### src/rtl/multi_operand_accumulator.sv
// multi_operand_accumulator
//   Sums N_IN unsigned W-bit operands per input beat and accumulates beats
//   over a frame. A frame ends on in_last or after MAX_BEATS beats, whichever
//   comes first. The frame total is then held on a valid/ready output.
//
//   Optional build macro: MULTI_OPERAND_ACCUMULATOR_SAT_EN
//     defined   : the accumulator saturates at 2^OUT_W-1 for the rest of the frame
//     undefined : the accumulator wraps modulo 2^OUT_W
//   In both builds out_ovf reports that a carry out of OUT_W occurred.
//
//   Handshakes: a transfer happens on a rising edge where valid & ready are
//   both high. in_ready is high only in ACCUM and never while rst is high.
//   out_valid stays high with stable out_* fields until out_ready is seen.
//   HOLD never accepts a beat, so there is a one-cycle bubble after each
//   frame is taken.
module multi_operand_accumulator #(
  parameter int N_IN      = 5,
  parameter int W         = 4,
  parameter int OUT_W     = 16,
  parameter int MAX_BEATS = 16,
  parameter int CNT_W     = 5
) (
  input  logic                clk,
  input  logic                rst,
  input  logic                in_valid,
  output logic                in_ready,
  input  logic [N_IN*W-1:0]   in_data,
  input  logic                in_last,
  output logic                out_valid,
  input  logic                out_ready,
  output logic [OUT_W-1:0]    out_sum,
  output logic [CNT_W-1:0]    out_beats,
  output logic                out_ovf
);

  typedef enum logic {
    ACCUM = 1'b0,
    HOLD  = 1'b1
  } state_t;

  state_t             state;
  logic [OUT_W-1:0]   acc;
  logic [CNT_W-1:0]   beats;
  logic               ovf;

  logic [OUT_W-1:0]   beat_sum;
  logic [OUT_W:0]     acc_wide;
  logic [OUT_W-1:0]   acc_nxt;
  logic               carry;
  logic [CNT_W-1:0]   beats_nxt;
  logic               term;
  logic               accept;

  // Sum of all operands in the current beat, zero-extended to OUT_W.
  always_comb begin
    beat_sum = '0;
    for (int i = 0; i < N_IN; i++) begin
      beat_sum = beat_sum + OUT_W'(in_data[i*W +: W]);
    end
  end

  // Next accumulator value, carry detection and frame-termination decision.
  always_comb begin
    acc_wide  = {1'b0, acc} + {1'b0, beat_sum};
    carry     = acc_wide[OUT_W];
`ifdef MULTI_OPERAND_ACCUMULATOR_SAT_EN
    // Once pinned at all-ones, any further nonzero beat carries again, so the
    // value stays saturated until the frame is released.
    acc_nxt   = carry ? {OUT_W{1'b1}} : acc_wide[OUT_W-1:0];
`else
    acc_nxt   = acc_wide[OUT_W-1:0];
`endif
    beats_nxt = beats + CNT_W'(1);
    term      = in_last || (beats_nxt == CNT_W'(MAX_BEATS));
    in_ready  = (state == ACCUM) && !rst;
    accept    = in_valid && in_ready;
  end

  // Frame FSM: accumulate beats in ACCUM, present the registered total in HOLD.
  always_ff @(posedge clk) begin
    if (rst) begin
      state     <= ACCUM;
      acc       <= '0;
      beats     <= '0;
      ovf       <= 1'b0;
      out_valid <= 1'b0;
      out_sum   <= '0;
      out_beats <= '0;
      out_ovf   <= 1'b0;
    end else begin
      case (state)
        ACCUM: begin
          if (accept) begin
            acc   <= acc_nxt;
            beats <= beats_nxt;
            ovf   <= ovf | carry;
            if (term) begin
              state     <= HOLD;
              out_valid <= 1'b1;
              out_sum   <= acc_nxt;
              out_beats <= beats_nxt;
              out_ovf   <= ovf | carry;
            end
          end
        end
        HOLD: begin
          if (out_ready) begin
            acc       <= '0;
            beats     <= '0;
            ovf       <= 1'b0;
            out_valid <= 1'b0;
            state     <= ACCUM;
          end
        end
        default: begin
          state <= ACCUM;
        end
      endcase
    end
  end

endmodule

### config.mk
export PLATFORM = sky130hd
export DESIGN_NAME = multi_operand_accumulator
export DESIGN_NICKNAME = d
export VERILOG_FILES = /design/src/rtl/multi_operand_accumulator.sv
export SDC_FILE = /design/constraint.sdc
export NUM_CORES = 1
export LEC_CHECK = 0
export ABC_AREA = 0
export BUFFER_PORTS_ARGS = -buffer_cell sky130_fd_sc_hd__buf_2
export CORE_UTILIZATION = 50
export CTS_CLUSTER_DIAMETER = 50
export DETAILED_ROUTE_END_ITERATION = 12
export PLACE_DENSITY = 0.86
export SYNTH_ARGS = -nofsm -noshare
export SYNTH_HDL_FRONTEND = slang
export SYNTH_SLANG_ARGS = --single-unit
### constraint.sdc
create_clock -name clk -period 3.3 [get_ports clk]
set_input_delay 0.165 -clock clk [delete_from_list [all_inputs] [get_ports clk]]
set_output_delay 0.165 -clock clk [all_outputs]
set_load 0.05 [all_outputs]
# Yosys cells after proc, flatten, opt, wreduce, memory -nomap -nowiden
# Cells that the tools add are included.
# classes
n_addsub,6
multipliers,0
div,0
magnitude_cmp,0
eq_ne,4
shifts,0
mux,16
n_bitwise,2
reduce_logical,7
# op_table
cell,n
$mux W16,2
$pmux W16 S2,1
$add A16 B8 Y17,1
$mux W5,2
$pmux W5 S2,1
$add A7 B4 Y8,1
$add A6 B4 Y7,1
$mux W1,7
$add A5 B4 Y6,1
$ne A2 B2 Y1 const B,3
$pmux W1 S2,3
$reduce_and A3 Y1,2
$add A4 B4 Y5,1
$add A5 B1 Y5 const B,1
$eq A5 B5 Y1 const B,1
$logic_and A1 B1 Y1,2
$reduce_and A2 Y1,1
$logic_not A1 Y1,1
$logic_or A1 B1 Y1,1
$not A1 Y1,1
$or A1 B1 Y1,1
# totals
regBits,46
latchBits,0
ram_bits,0
mem_bits_ro,0
inputBits,25
output_inout_bits,24
wordCells,43
mem_count,0

# Logic depth before layout (Yosys ltp)
# logic_depth
word_depth,8
ltp_mapped,13
mapped_depth_nobuf,13

# Worst setup path after synthesis
# No wires, ideal clock.
# synth_path
path_type,input to register
start,in in_data[2]
end,reg out_ovf
setup_time_ns,0.146
arrival_ns,3.309
required_ns,3.154
slack_ns,-0.155
cell_stages,12
path_buffers,0
path_cell_list,inv_1 fa_1 inv_1 fa_1 fa_1 ha_1 fa_1 a211oi_1 o21bai_1 and3_1 a21oi_1 a211oi_2
# synth_via
elab_chain_len,6
# synth_rtl
element,line_no,source
"start, declared",27,"input logic [N_IN*W-1:0] in_data,"
$add A4 B4 Y5,58,beat_sum = beat_sum + OUT_W'(in_data[i*W +: W]);
$add A5 B4 Y6,58,
$add A6 B4 Y7,58,
$add A7 B4 Y8,58,
$add A16 B8 Y17,64,"acc_wide = {1'b0, acc} + {1'b0, beat_sum};"
$or A1 B1 Y1,102,out_ovf <= ovf | carry;
"end signal, assigned",102,
"end, declared",33,output logic out_ovf
# Every way passes these cells.
# A chain may end at the register's enable or synchronous reset.

# Final worst setup path
# layout_path
start,reg acc[2]
end,reg out_sum[10]
# layout_via
elab_chain_len,1
# layout_rtl
element,line_no,source
"start, declared",42,logic [OUT_W-1:0] acc;
"start signal, assigned",94,acc <= acc_nxt;
$add A16 B8 Y17,64,
"end signal, assigned",100,out_sum <= acc_nxt;
"end, declared",31,"output logic [OUT_W-1:0] out_sum,"
# Every way passes these cells.

==> results.yml <==
die:
  design.core.area_mm2: 0.00517
  fp.dieH_um: 75.7
  placement_rows: 26
  die-area_mm2: 0.00573
  design.portCount: 49
  start_util_pct: 52.5
  die_width_um: 75.7
drt:
  post-route-drc-count: 0
  drt_iter0_drc: 152
  post_detailed_route_wirelength_per_cell_um: 13.9
  drt-pass1-iter-count: 4
  postRouteAntennaNets: 0
  dr_total_vias: 2173
  routed_via_density: 5.31
  totalWireLength_um: 5700
global_route:
  grt-busiest-layer: "met2"
  use_met2_pct: 38.7
  grt_first_pass_wirelength_um: 9190
  globalRouteMet1Util_pct: 25.1
  global_route.usage.total_pct: 21.1
  number_of_global_route_vias_before_repair: 2073
  grt_start_max_net_pins: 42
  grt_antenna_before_repair: 0
  grt_use_met3_pct: 4.23
  grt.overflow.total: 0
synthesis:
  synthesis.area_mm2: 0.00272
  synth_xor_xnor_area_share_pct: 4.83
  dominant_synthesized_flop_cell: "sky130_fd_sc_hd__dfxtp_1"
  yosys.cell_count.top_type: "sky130_fd_sc_hd__dfxtp_1"
  syn_nets: 337
  yosys_register_bits: 46
  share_of_synthesized_flip_flops_with_an_asynchronous_set_or_reset_pct: 0
  synth_fa_ha_area_share_pct: 16.4
  dominant_combinational_cell_family_by_area_after_synthesis: "compound AO/OA/AOI/OAI gates"
  yosys-top-cells-area: "sky130_fd_sc_hd__dfxtp_1 34%, sky130_fd_sc_hd__fa_1 12%, sky130_fd_sc_hd__a211oi_2 6.9%"
  synth_cells: 286
  seq_area_frac_synth_pct: 33.9
  synth_top_area_share_pct: 33.9
  synth.distinct_cells: 48
  synthesis.yosys.warnings: 0
  synth.area.mux_share_pct: 2.76
  most_frequent_cells_after_synthesis: "46 x sky130_fd_sc_hd__dfxtp_1, 33 x sky130_fd_sc_hd__inv_1, 33 x sky130_fd_sc_hd__nor2_1"
  share_of_the_synthesized_area_in_compound_gates_ao_oa_aoi_oai_pct: 20.6
  simple_gate_fraction_of_synth_area_pct: 14.2
  netlist.top_cell.by_area: "sky130_fd_sc_hd__dfxtp_1"
  number_of_flops_mapped_to_enable_cells_by_yosys: 0
  syn_avg_cell_area_um2: 9.50
timing:
  slew_viol_final: 0
  finClkSkew_ns: 0.00571
  max-slew-margin-rel_pct: 39.3
  fin_crit_ns: 3.46
  transition_time_at_the_pin_with_the_least_slew_margin_ns: 0.907
  hold_violations: 0
  fmax_mhz: 289
  postLayoutSetupSlackWorst_ns: -0.161
  unrepaired_setup_endpoints_after_global_routing: "yes"
  period_share_pct: 105
  totalNegativeSetupSlack_ns: -1.09
  setup-violations-final: 11
placed_design:
  placed_cell_area_mm2: 0.00307
  globalplace.congestion: 0.834
  portBuffers: 48
  post-place-cells: 401
  place.detailed.hpwl_um: 4080
power_and_ir_drop:
  power_switching_share_pct: 37.5
  proportion_of_power_drawn_by_flip_flops_and_latches_pct: 29.0
  clockPowerShare_pct: 19.8
  cellInternalPower_mw: 1.36
  net_switching_component_of_the_power_mw: 0.815
  pwr_density_cell_mw_per_mm2: 665
  power.static_leakage_nw: 1.43
  power.share.combinational_pct: 51.2
  total_power_mw: 2.17
  ir_worst_vdd_v: 0.000450
setup_path:
  worstSetupEndpointType: "register"
  timing.reg2reg.setup_slack_ns: -0.16
  critical_path_peak_fanout: 6
  cp-start-kind: "register"
  cp.arrival_ns: 3.68
  crit_type: "reg2reg"
  cp.required_ns: 3.52
cts:
  cts-hold-fix-buffers: 0
  tritoncts: "done"
  clk-insertion-delay-late_ns: 0.30
  cts-buffers-inserted: 5
  cts_num_sinks: 46
  clockBufferDepth: 2
  clock_root_buffer: "sky130_fd_sc_hd__clkbuf_8"
  cts_max_level: 2
  clk_transition_reported_paths_ns: 0.08
worst_hold_path:
  timing.hold.worst.class: "in2reg"
status:
  failed_checks: "setup timing"
  outcome: "finished, violations left"
final_layout:
  postLayoutCoreUtil_pct: 63.2
  fillers: 413
  finalNonFillerCells: 409
  area_growth_from_synthesis_to_final_layout_pct: 20.3
  drive_above_1_share_pct: 33.0
  layout.nets: 390
  final_design_area_no_fill_mm2: 0.00327
  insertedDiodeCount: 0
flow_run:
  drv.max_cap_violation_count: 0
==> stage by stage <==
stage | hold WS [ns] | setup WS (ns)
final | 0.209 | -0.161
after global routing | 0.247 | -0.244
after CTS | 0.203 | -0.0706
after detailed placement | 0.462 | -0.206
after global placement | 0.450 | -0.113
after floorplan | 0.348 | 0.0194
==> state kept, by name, indices dropped and copies added (netlist names) <==
| signal | cells |
|---|---|
| ovf | 1 |
| out_sum | 16 |
| beats | 5 |
| out_ovf | 1 |
| state | 1 |
| out_beats | 5 |
| out_valid | 1 |
| acc | 16 |
==> worst paths after layout <==
path	start	to	cells after the start
max reg2reg	acc[2]	out_sum[10]	10
min reg2reg	acc[2]	acc[2]	1
max	acc[2]	out_sum[10]	10
min	out_ready	state	4
==> per-layer routing <==
metal | up-vias | part of all wire (%)
li1 | 1078 | -
met1 | 1033 | 44
met2 | 54 | 51
met3 | 8 | 4.1
met4 | 0 | 1.3
met5 | - | 0
==> layout make-up <==
class	instances	area, µm²	area share, %
inverter	33	124	3.79
timing repair buffer	59	327	9.99
sequential	46	923	28.3
tap	70	87.6	2.68
clock inverter	1	30.0	0.919
clock buffer	6	82.6	2.53
multi-input combinational	194	1690	51.8
==> kinds of logic (layout without fill, tap and decap cells) <==
kind of cell             count (synthesis)  after routing
adder cells (fa/ha/maj)                 26             26
multiplexers                             7              7
flip-flops                              46             46
AND/OR/NAND/NOR                         76             76
buffers and inverters                   46             99
XOR/XNOR                                15             15
AO/OA/AOI/OAI                           70             70
==> power groups by stage <==
| stage | sequential [mW] | clock (mW) | combinational, mW |
|---|---|---|---|
| after floorplan | 0.686 | 0 | 0.644 |
| after global placement | 0.639 | 0 | 0.907 |
| after detailed placement | 0.641 | 0 | 0.948 |
| after CTS | 0.631 | 0.436 | 1.04 |
| after global routing | 0.636 | 0.461 | 1.23 |
| final | 0.630 | 0.430 | 1.11 |
==> critical path, cell delays in order, from the launching register on <==
cell	delay [ns]
sky130_fd_sc_hd__dfxtp_2	0.33
sky130_fd_sc_hd__fa_1	0.49
sky130_fd_sc_hd__fa_1	0.44
sky130_fd_sc_hd__fa_1	0.50
sky130_fd_sc_hd__ha_2	0.22
sky130_fd_sc_hd__fa_2	0.37
sky130_fd_sc_hd__a211oi_4	0.33
sky130_fd_sc_hd__o21bai_4	0.15
sky130_fd_sc_hd__and4_4	0.23
sky130_fd_sc_hd__xnor2_2	0.13
sky130_fd_sc_hd__a211oi_2	0.20
==> cells in the final DEF (no fill, tap or decap), drive strengths merged, types with 6 or more instances in the layout <==
cell type,count
a211oi,18
a21oi,15
buf,59
clkbuf,6
dfxtp,46
fa,16
ha,10
inv,33
mux2i,6
nand2,11
nor2,38
o21ai,14
xnor2,9
xor2,6
==> repair_timing <==
item | CTS | global route
gates resized for setup | 9 | 10
pin swaps | 1 | 10
setup buffers | 0 | 1
endpoints found under the setup margin | 10 | 20
No activity file was read; power rests on OpenSTA's default activity.
